`src/rtl/line_writeback_buffer_if.sv`:
```
// line_writeback_buffer_if: signal bundle between cache, write-back buffer and memory.
// Latency: none, wires only.
// Backpressure: full_wb2cc throttles the cache; ack_mem2wb paces memory writes.
// Ports: master = cache/memory side (drives push, line, ack, probe); slave = the buffer.
interface line_writeback_buffer_if #(
   parameter int WORD_WIDTH = 32,
   parameter int ADR_WIDTH  = 32,
   parameter int WORD_NUM   = 4
);
   logic                           push_cc2wb;
   logic [ADR_WIDTH-1:0]           adr_cc2wb;
   logic [WORD_WIDTH*WORD_NUM-1:0] dat_cc2wb;
   logic                           full_wb2cc;
   logic                           empty_wb2cc;
   logic                           req_wb2mem;
   logic [ADR_WIDTH-1:0]           adr_wb2mem;
   logic [WORD_WIDTH-1:0]          dat_wb2mem;
   logic                           ack_mem2wb;
   logic [ADR_WIDTH-1:0]           lkp_adr_cc2wb;
   logic                           lkp_hit_wb2cc;
   logic [WORD_WIDTH-1:0]          lkp_dat_wb2cc;

   modport master (
      output push_cc2wb, adr_cc2wb, dat_cc2wb, ack_mem2wb, lkp_adr_cc2wb,
      input  full_wb2cc, empty_wb2cc, req_wb2mem, adr_wb2mem, dat_wb2mem,
             lkp_hit_wb2cc, lkp_dat_wb2cc
   );

   modport slave (
      input  push_cc2wb, adr_cc2wb, dat_cc2wb, ack_mem2wb, lkp_adr_cc2wb,
      output full_wb2cc, empty_wb2cc, req_wb2mem, adr_wb2mem, dat_wb2mem,
             lkp_hit_wb2cc, lkp_dat_wb2cc
   );
endinterface

```
`src/rtl/line_writeback_buffer.sv`:
```
// line_writeback_buffer: DEPTH-entry FIFO of evicted dirty lines, drained to memory one word per ack.
// Latency: req_wb2mem rises the cycle after a push into an empty buffer; a line needs WORD_NUM acks.
// Backpressure: pushes are dropped while full_wb2cc=1; the current word is held until ack_mem2wb.
// Ports: clk, rst (synchronous, active-high); bus (slave modport) carrying the cache push side,
//        the memory write side and the lookup probe.
// Option: define WB_LOOKUP_FWD_EN to forward buffered words on a lookup probe; otherwise the
//         lookup outputs are tied to 0.
module line_writeback_buffer #(
   parameter int WORD_WIDTH = 32,
   parameter int ADR_WIDTH  = 32,
   parameter int WORD_NUM   = 4,
   parameter int DEPTH      = 2
) (
   input logic                    clk,
   input logic                    rst,
   line_writeback_buffer_if.slave bus
);
   localparam int PTR_W    = (DEPTH > 1) ? $clog2(DEPTH) : 1;
   localparam int CNT_W    = $clog2(DEPTH) + 1;
   localparam int WRD_W    = (WORD_NUM > 1) ? $clog2(WORD_NUM) : 1;
   localparam int BYTE_W   = $clog2(WORD_WIDTH / 8);
   localparam int LINE_LSB = WRD_W + BYTE_W;
   localparam int TAG_W    = ADR_WIDTH - LINE_LSB;
   localparam int LINE_W   = WORD_WIDTH * WORD_NUM;

   typedef struct packed {
      logic [TAG_W-1:0]  tag;
      logic [LINE_W-1:0] dat;
   } entry_t;

   typedef enum logic {IDLE, DRAIN} state_t;

   entry_t           mem [DEPTH];
   entry_t           head;
   state_t           state;
   logic [PTR_W-1:0] wr_ptr;
   logic [PTR_W-1:0] rd_ptr;
   logic [CNT_W-1:0] count;
   logic [CNT_W-1:0] count_nxt;
   logic [WRD_W-1:0] word_cnt;
   logic             full;
   logic             push_acc;
   logic             pop;
   logic             unused_bits;

   function automatic logic [PTR_W-1:0] ptr_inc(input logic [PTR_W-1:0] p);
      return (p == PTR_W'(DEPTH - 1)) ? '0 : p + PTR_W'(1);
   endfunction

   assign full      = (count == CNT_W'(DEPTH));
   // A push while full is dropped even if the head pops this same cycle.
   assign push_acc  = bus.push_cc2wb && !full;
   assign pop       = (state == DRAIN) && bus.ack_mem2wb && (word_cnt == WRD_W'(WORD_NUM - 1));
   assign count_nxt = count + CNT_W'(push_acc) - CNT_W'(pop);
   assign head      = mem[rd_ptr];

   assign bus.full_wb2cc  = full;
   assign bus.empty_wb2cc = (count == '0);
   assign bus.req_wb2mem  = (state == DRAIN);
   assign bus.adr_wb2mem  = (state == DRAIN) ? {head.tag, word_cnt, {BYTE_W{1'b0}}} : '0;
   assign bus.dat_wb2mem  = (state == DRAIN) ? head.dat[int'(word_cnt)*WORD_WIDTH +: WORD_WIDTH] : '0;

   // Line storage carries no reset; validity is tracked purely by count and pointers.
   always_ff @(posedge clk) begin
      if (!rst && push_acc) begin
         mem[wr_ptr] <= {bus.adr_cc2wb[ADR_WIDTH-1:LINE_LSB], bus.dat_cc2wb};
      end
   end

   always_ff @(posedge clk) begin
      if (rst) begin
         state    <= IDLE;
         wr_ptr   <= '0;
         rd_ptr   <= '0;
         count    <= '0;
         word_cnt <= '0;
      end else begin
         count <= count_nxt;
         if (push_acc) wr_ptr <= ptr_inc(wr_ptr);
         if (pop)      rd_ptr <= ptr_inc(rd_ptr);
         case (state)
            IDLE: begin
               word_cnt <= '0;
               // Looking at the push directly gets req up the very next cycle.
               if (count != '0 || push_acc) state <= DRAIN;
            end
            DRAIN: begin
               if (bus.ack_mem2wb) begin
                  if (pop) begin
                     word_cnt <= '0;
                     // Stay in DRAIN when another line is waiting: no bubble between lines.
                     if (count_nxt == '0) state <= IDLE;
                  end else begin
                     word_cnt <= word_cnt + WRD_W'(1);
                  end
               end
            end
            default: state <= IDLE;
         endcase
      end
   end

`ifdef WB_LOOKUP_FWD_EN
   logic [TAG_W-1:0]      lkp_tag;
   logic [WRD_W-1:0]      lkp_word;
   logic [PTR_W:0]        lkp_sum;
   logic [PTR_W-1:0]      lkp_idx;
   logic                  lkp_hit;
   logic [WORD_WIDTH-1:0] lkp_dat;

   assign lkp_tag  = bus.lkp_adr_cc2wb[ADR_WIDTH-1:LINE_LSB];
   assign lkp_word = bus.lkp_adr_cc2wb[LINE_LSB-1:BYTE_W];

   // Walk valid entries oldest to youngest so the youngest match is the one left standing.
   always_comb begin
      lkp_hit = 1'b0;
      lkp_dat = '0;
      lkp_sum = '0;
      lkp_idx = '0;
      for (int i = 0; i < DEPTH; i++) begin
         lkp_sum = (PTR_W+1)'(rd_ptr) + (PTR_W+1)'(i);
         if (lkp_sum >= (PTR_W+1)'(DEPTH)) lkp_sum = lkp_sum - (PTR_W+1)'(DEPTH);
         lkp_idx = lkp_sum[PTR_W-1:0];
         if ((CNT_W'(i) < count) && (mem[lkp_idx].tag == lkp_tag)) begin
            lkp_hit = 1'b1;
            lkp_dat = mem[lkp_idx].dat[int'(lkp_word)*WORD_WIDTH +: WORD_WIDTH];
         end
      end
   end

   assign bus.lkp_hit_wb2cc = lkp_hit;
   assign bus.lkp_dat_wb2cc = lkp_dat;
   assign unused_bits = ^{bus.adr_cc2wb[LINE_LSB-1:0], bus.lkp_adr_cc2wb[BYTE_W-1:0]};
`else
   assign bus.lkp_hit_wb2cc = 1'b0;
   assign bus.lkp_dat_wb2cc = '0;
   assign unused_bits = ^{bus.adr_cc2wb[LINE_LSB-1:0], bus.lkp_adr_cc2wb};
`endif
endmodule
```
`src/flat_wrapper.sv`:
```
// flat-port wrapper written by rule: the top's interface ports become plain ports
module line_writeback_buffer_flat 
#(
   parameter int WORD_WIDTH = 32,
   parameter int ADR_WIDTH  = 32,
   parameter int WORD_NUM   = 4,
   parameter int DEPTH      = 2
)
  (clk, rst, bus_push_cc2wb, bus_adr_cc2wb, bus_dat_cc2wb, bus_ack_mem2wb, bus_lkp_adr_cc2wb, bus_full_wb2cc, bus_empty_wb2cc, bus_req_wb2mem, bus_adr_wb2mem, bus_dat_wb2mem, bus_lkp_hit_wb2cc, bus_lkp_dat_wb2cc);
  line_writeback_buffer_if #(.WORD_WIDTH(WORD_WIDTH), .ADR_WIDTH(ADR_WIDTH), .WORD_NUM(WORD_NUM)) bus_i ();
  input logic clk;
  input logic rst;
  input wire logic [$bits(bus_i.push_cc2wb)-1:0] bus_push_cc2wb;
  input wire logic [$bits(bus_i.adr_cc2wb)-1:0] bus_adr_cc2wb;
  input wire logic [$bits(bus_i.dat_cc2wb)-1:0] bus_dat_cc2wb;
  input wire logic [$bits(bus_i.ack_mem2wb)-1:0] bus_ack_mem2wb;
  input wire logic [$bits(bus_i.lkp_adr_cc2wb)-1:0] bus_lkp_adr_cc2wb;
  output wire logic [$bits(bus_i.full_wb2cc)-1:0] bus_full_wb2cc;
  output wire logic [$bits(bus_i.empty_wb2cc)-1:0] bus_empty_wb2cc;
  output wire logic [$bits(bus_i.req_wb2mem)-1:0] bus_req_wb2mem;
  output wire logic [$bits(bus_i.adr_wb2mem)-1:0] bus_adr_wb2mem;
  output wire logic [$bits(bus_i.dat_wb2mem)-1:0] bus_dat_wb2mem;
  output wire logic [$bits(bus_i.lkp_hit_wb2cc)-1:0] bus_lkp_hit_wb2cc;
  output wire logic [$bits(bus_i.lkp_dat_wb2cc)-1:0] bus_lkp_dat_wb2cc;
  assign bus_i.push_cc2wb = bus_push_cc2wb;
  assign bus_i.adr_cc2wb = bus_adr_cc2wb;
  assign bus_i.dat_cc2wb = bus_dat_cc2wb;
  assign bus_i.ack_mem2wb = bus_ack_mem2wb;
  assign bus_i.lkp_adr_cc2wb = bus_lkp_adr_cc2wb;
  assign bus_full_wb2cc = bus_i.full_wb2cc;
  assign bus_empty_wb2cc = bus_i.empty_wb2cc;
  assign bus_req_wb2mem = bus_i.req_wb2mem;
  assign bus_adr_wb2mem = bus_i.adr_wb2mem;
  assign bus_dat_wb2mem = bus_i.dat_wb2mem;
  assign bus_lkp_hit_wb2cc = bus_i.lkp_hit_wb2cc;
  assign bus_lkp_dat_wb2cc = bus_i.lkp_dat_wb2cc;
  line_writeback_buffer #(.WORD_WIDTH(WORD_WIDTH), .ADR_WIDTH(ADR_WIDTH), .WORD_NUM(WORD_NUM), .DEPTH(DEPTH)) u_core (.clk(clk), .rst(rst), .bus(bus_i));
endmodule
```
`config.mk`:
```
export PLATFORM = sky130hd
export DESIGN_NAME = line_writeback_buffer_flat
export DESIGN_NICKNAME = d
export VERILOG_FILES = /design/src/rtl/line_writeback_buffer_if.sv /design/src/rtl/line_writeback_buffer.sv /design/src/flat_wrapper.sv
export SDC_FILE = /design/constraint.sdc
export NUM_CORES = 1
export LEC_CHECK = 0
export ABC_AREA = 1
export BUFFER_PORTS_ARGS = -buffer_cell sky130_fd_sc_hd__buf_2
export CAP_MARGIN = 20
export CORE_MARGIN = 10
export CORE_UTILIZATION = 59
export CTS_CLUSTER_DIAMETER = 40
export DETAILED_ROUTE_END_ITERATION = 8
export GPL_ROUTABILITY_DRIVEN = 0
export PLACE_DENSITY_LB_ADDON = 0.12
export REMOVE_ABC_BUFFERS = 1
export SLEW_MARGIN = 20
export SYNTH_ARGS = -nofsm -noshare
export SYNTH_HDL_FRONTEND = slang
export SYNTH_SLANG_ARGS = --single-unit
```
`constraint.sdc`:
```
create_clock -name clk -period 19.4 [get_ports clk]
set_input_delay 0 -clock clk [delete_from_list [all_inputs] [get_ports clk]]
set_output_delay 0 -clock clk [all_outputs]
set_load 0.02 [all_outputs]
```
==> results.md <==
* Status: finished, final reports clean
* Clock share of power at 43.2%
* Lkg Pwr at 8.16 nW
* Multi-input gate area at 2970 um^2
* Critical Path Max Stage Delay at 900 ps
* Post-cts resize count at 0
* Finish-stage setup viols at 0
* Clock sinks at 320
* Maximum vdd ir drop at 0.000104 V
* Endpoint of the worst-slack reg-to-reg timing path: u_core.mem[0][152]$_DFFE_PP_
* Starting density of the core at 60.2%
* Placement Rows at 55
* Final #Nets at 1,896
* Max cap viols at 0
* CP Cell Sequence: inv_1 -> o21ai_0 -> inv_1 -> nand2_1 -> nor2_4 -> buf_4 -> buf_4
* Final hold violations at 0
* Synth Warn # at 0
* Register area at 9540 um^2
* PortBufs at 224
* Worst setup EP type: flip-flop
* Residual DRC at 0
* Area Overhead vs Synth at 30.0%
* Final HPWL DP at 18,400 um
* DR vias at 10,124
* Grt ovf at 0
* Initial antenna violation count at 6
* I/O Pins at 296
* Setup TNS at 0 ps
* Vias in the first global route at 10,440
* WL final at 33,300 um
* Power per cell area at 93.0 nW/um^2
* Hold worst-path end: u_core.mem[1][70]$_DFFE_PP_
* F_max at 0.285 GHz
* CTS tree: done
* Mapped Area at 13,700 um^2
* Clock buffer depth at 3
* Syn avg cell area at 10.4 um^2
* Yosys reg bits at 320
* Reg power frac at 48.2%
* Critical Path Stages at 7
* RR Startpoint: u_core.count[1]$_SDFF_PP0_
* Total CTS buffers at 40
* Post-synthesis instance total at 1,320
* Root buf cell: clkbuf_16
* Area of placed instances at 14,900 um^2
* Share of cells above drive strength 1 at 17.4%
* Worst Tran Pin Value at 1000 ps
* CP arrival at 3640 ps
* Layout filler cell count at 1,389
* WS Path Type: reg -> reg
* Switching power at 0.000364 W
* Combinational power share at 8.5%
* Seq/Total Area, Yosys at 69.5%
* Die Width at 172 um
* First-pass GRT wire length at 51,500 um
* Synth cell types at 20
* P_int at 0.00129 W
* Worst skew pair latency at 510 ps
* Design area at 17,800 um^2
* Top delay family on crit path: buffers and inverters
* Global Route Usage Sum at 21.9%
* Core Footprint at 22,800 um^2
* Buffers & Inverters on Critical Path at 4
* RSZ-0062 raised after global routing: no
* Slew Viols, Final at 0
* Iteration-0 DRC Markers at 869
* Yosys top cell by area: edfxtp_1
* Final period demand of the worst path at 3510 ps
* Switching share of power at 21.9%
* Routed Antenna Nets at 0
* Slowest cell on crit path: buf_4
* Min-Delay Path Depth at 2
* Slew headroom at 33.3%
* Setup Skew at 14.4 ps
* Crit Path Max Fanout at 73
* Final worst-path cycle share at 18.1%
* Hold Crit Class: in -> reg
* Critical Path Start Type: flip-flop
* WL per Instance at 16.3 um
* WP data required at 19,530 ps
* Min-delay src: bus_dat_cc2wb[70]
* CTS H-tree lvls at 2
* Die Ht at 172 um
* Largest net degree at the start of global routing at 88
* R2R Setup Slk at 15,890 ps
* Worst-path clk slew at 50 ps
* DIE AREA at 29,700 um^2
* Area share of the largest cell type after synthesis at 68.3%
* Synth area leaders: edfxtp_1 (68%), nand2_1 (13%), inv_1 (5.7%)
* Via density at 4.95
* Final core occ at 78.2%
* Pre-antenna DRT Iters at 5
* R2R depth at 7
* Total power at 0.00166 W
* Post-CTS Setup Repair Bufs at 0
-- worst register-to-register path, delay by kind of cell (launching register included) --
family	cells	cell delay, ps
simple gates	2	580
flops	1	330
compound gates	1	170
buf+inv	4	1990
-- power groups by stage --
stage | combinational [W] | clock [W] | sequential [W]
floorplan | 0.0000623 | 0 | 0.000820
global placement | 0.000109 | 0 | 0.000812
detailed placement | 0.000113 | 0 | 0.000813
CTS | 0.000140 | 0.000727 | 0.000799
global route | 0.000156 | 0.000755 | 0.000801
finish | 0.000142 | 0.000717 | 0.000799
-- layout make-up --
type,count,share of cell area (%)
multi-input combinational,732,16.7
inverter,208,4.40
clock buffer,50,6.00
antenna,7,0.0983
timing repair buffer,395,15.9
tap,313,2.20
clock inverter,21,1.28
sequential,320,53.5
-- logic make-up after synthesis --
family,share of synthesized area [%]
flip-flops,69.5
AND/OR/NAND/NOR,19.0
other,0.0274
AO/OA/AOI/OAI,1.31
buffers and inverters,9.89
adder cells (fa/ha/maj),0.274
-- per-layer routing --
layer	global-route usage [%]	routed length, um	up-vias
met4	7.72	780	0
met3	6.91	3360	71
met5	0	0	-
met1	24.8	12500	4727
li1	-	-	4896
met2	38.2	16600	430
-- worst max-delay path by stage --
stage          slack, ps                  startpoint                      endpoint
5_1_grt            15670                   flip-flop            bus_dat_wb2mem[20]
3_5_place_dp       15890  u_core.count[1]$_SDFF_PP0_  u_core.mem[0][152]$_DFFE_PP_
4_1_cts            15880                   flip-flop             bus_dat_wb2mem[3]
2_1_floorplan       7520  u_core.count[1]$_SDFF_PP0_    u_core.mem[1][0]$_DFFE_PP_
3_3_place_gp       15910  u_core.count[1]$_SDFF_PP0_  u_core.mem[0][134]$_DFFE_PP_
6_report           15890  u_core.count[1]$_SDFF_PP0_  u_core.mem[0][152]$_DFFE_PP_
-- timing repair --
item | 4_1_cts | 5_1_grt
hold buffers | 160 | 0
hold endpoints to repair | 320 | 0
setup endpoints to repair | 0 | 0
-- state kept, by name, summed over array words and instances (netlist names), named ones only --
name	cells
u_core.rd_ptr	1
u_core.bus.req_wb2mem	1
u_core.word_cnt	2
u_core.wr_ptr	1
u_core.mem	312
u_core.count	2
-- Yosys cell counts --
library cell,count
buf_6,5
buf_1,3
buf_2,39
a21oi_1,7
clkinv_1,1
nand3_1,100
edfxtp_1,312
o21ai_0,29
nor3_1,1
buf_4,36
dfxtp_1,8
inv_1,207
conb_1,1
nor2_1,63
clkbuf_2,1
nand2_1,492
ha_1,3
clkbuf_1,10
nand4_1,1
or2_2,1
-- placed cells by master (no fill, tap or decap) --
cell type / count
buf_4: 10
a21oi_1: 7
inv_4: 1
inv_1: 205
clkinv_2: 3
dlygate4sd3_1: 160
clkbuf_16: 41
clkbuf_8: 1
clkinvlp_4: 2
buf_16: 1
clkinv_4: 2
dfxtp_4: 1
nor2_1: 61
nor3_2: 1
clkbuf_1: 8
or2_2: 1
inv_2: 1
nand4_1: 1
nand3_1: 100
dfxtp_2: 2
dfxtp_1: 5
edfxtp_1: 312
nor2_4: 2
inv_8: 1
buf_2: 224
clkinv_1: 7
o21ai_0: 29
bufinv_16: 4
ha_1: 3
nand2_1: 492
conb_1: 35
diode_2: 7
inv_6: 3
-- stage by stage --
step           std cells  worst slack (ps)  hold WS (ps)
2_1_floorplan       1260              7520          69.1
3_3_place_gp        1807             15910           187
3_5_place_dp        1808             15890           191
4_1_cts             2039             15880           187
5_1_grt             2046             15670           208
6_report            2046             15890           210
No activity file was read; power rests on OpenSTA's default activity.
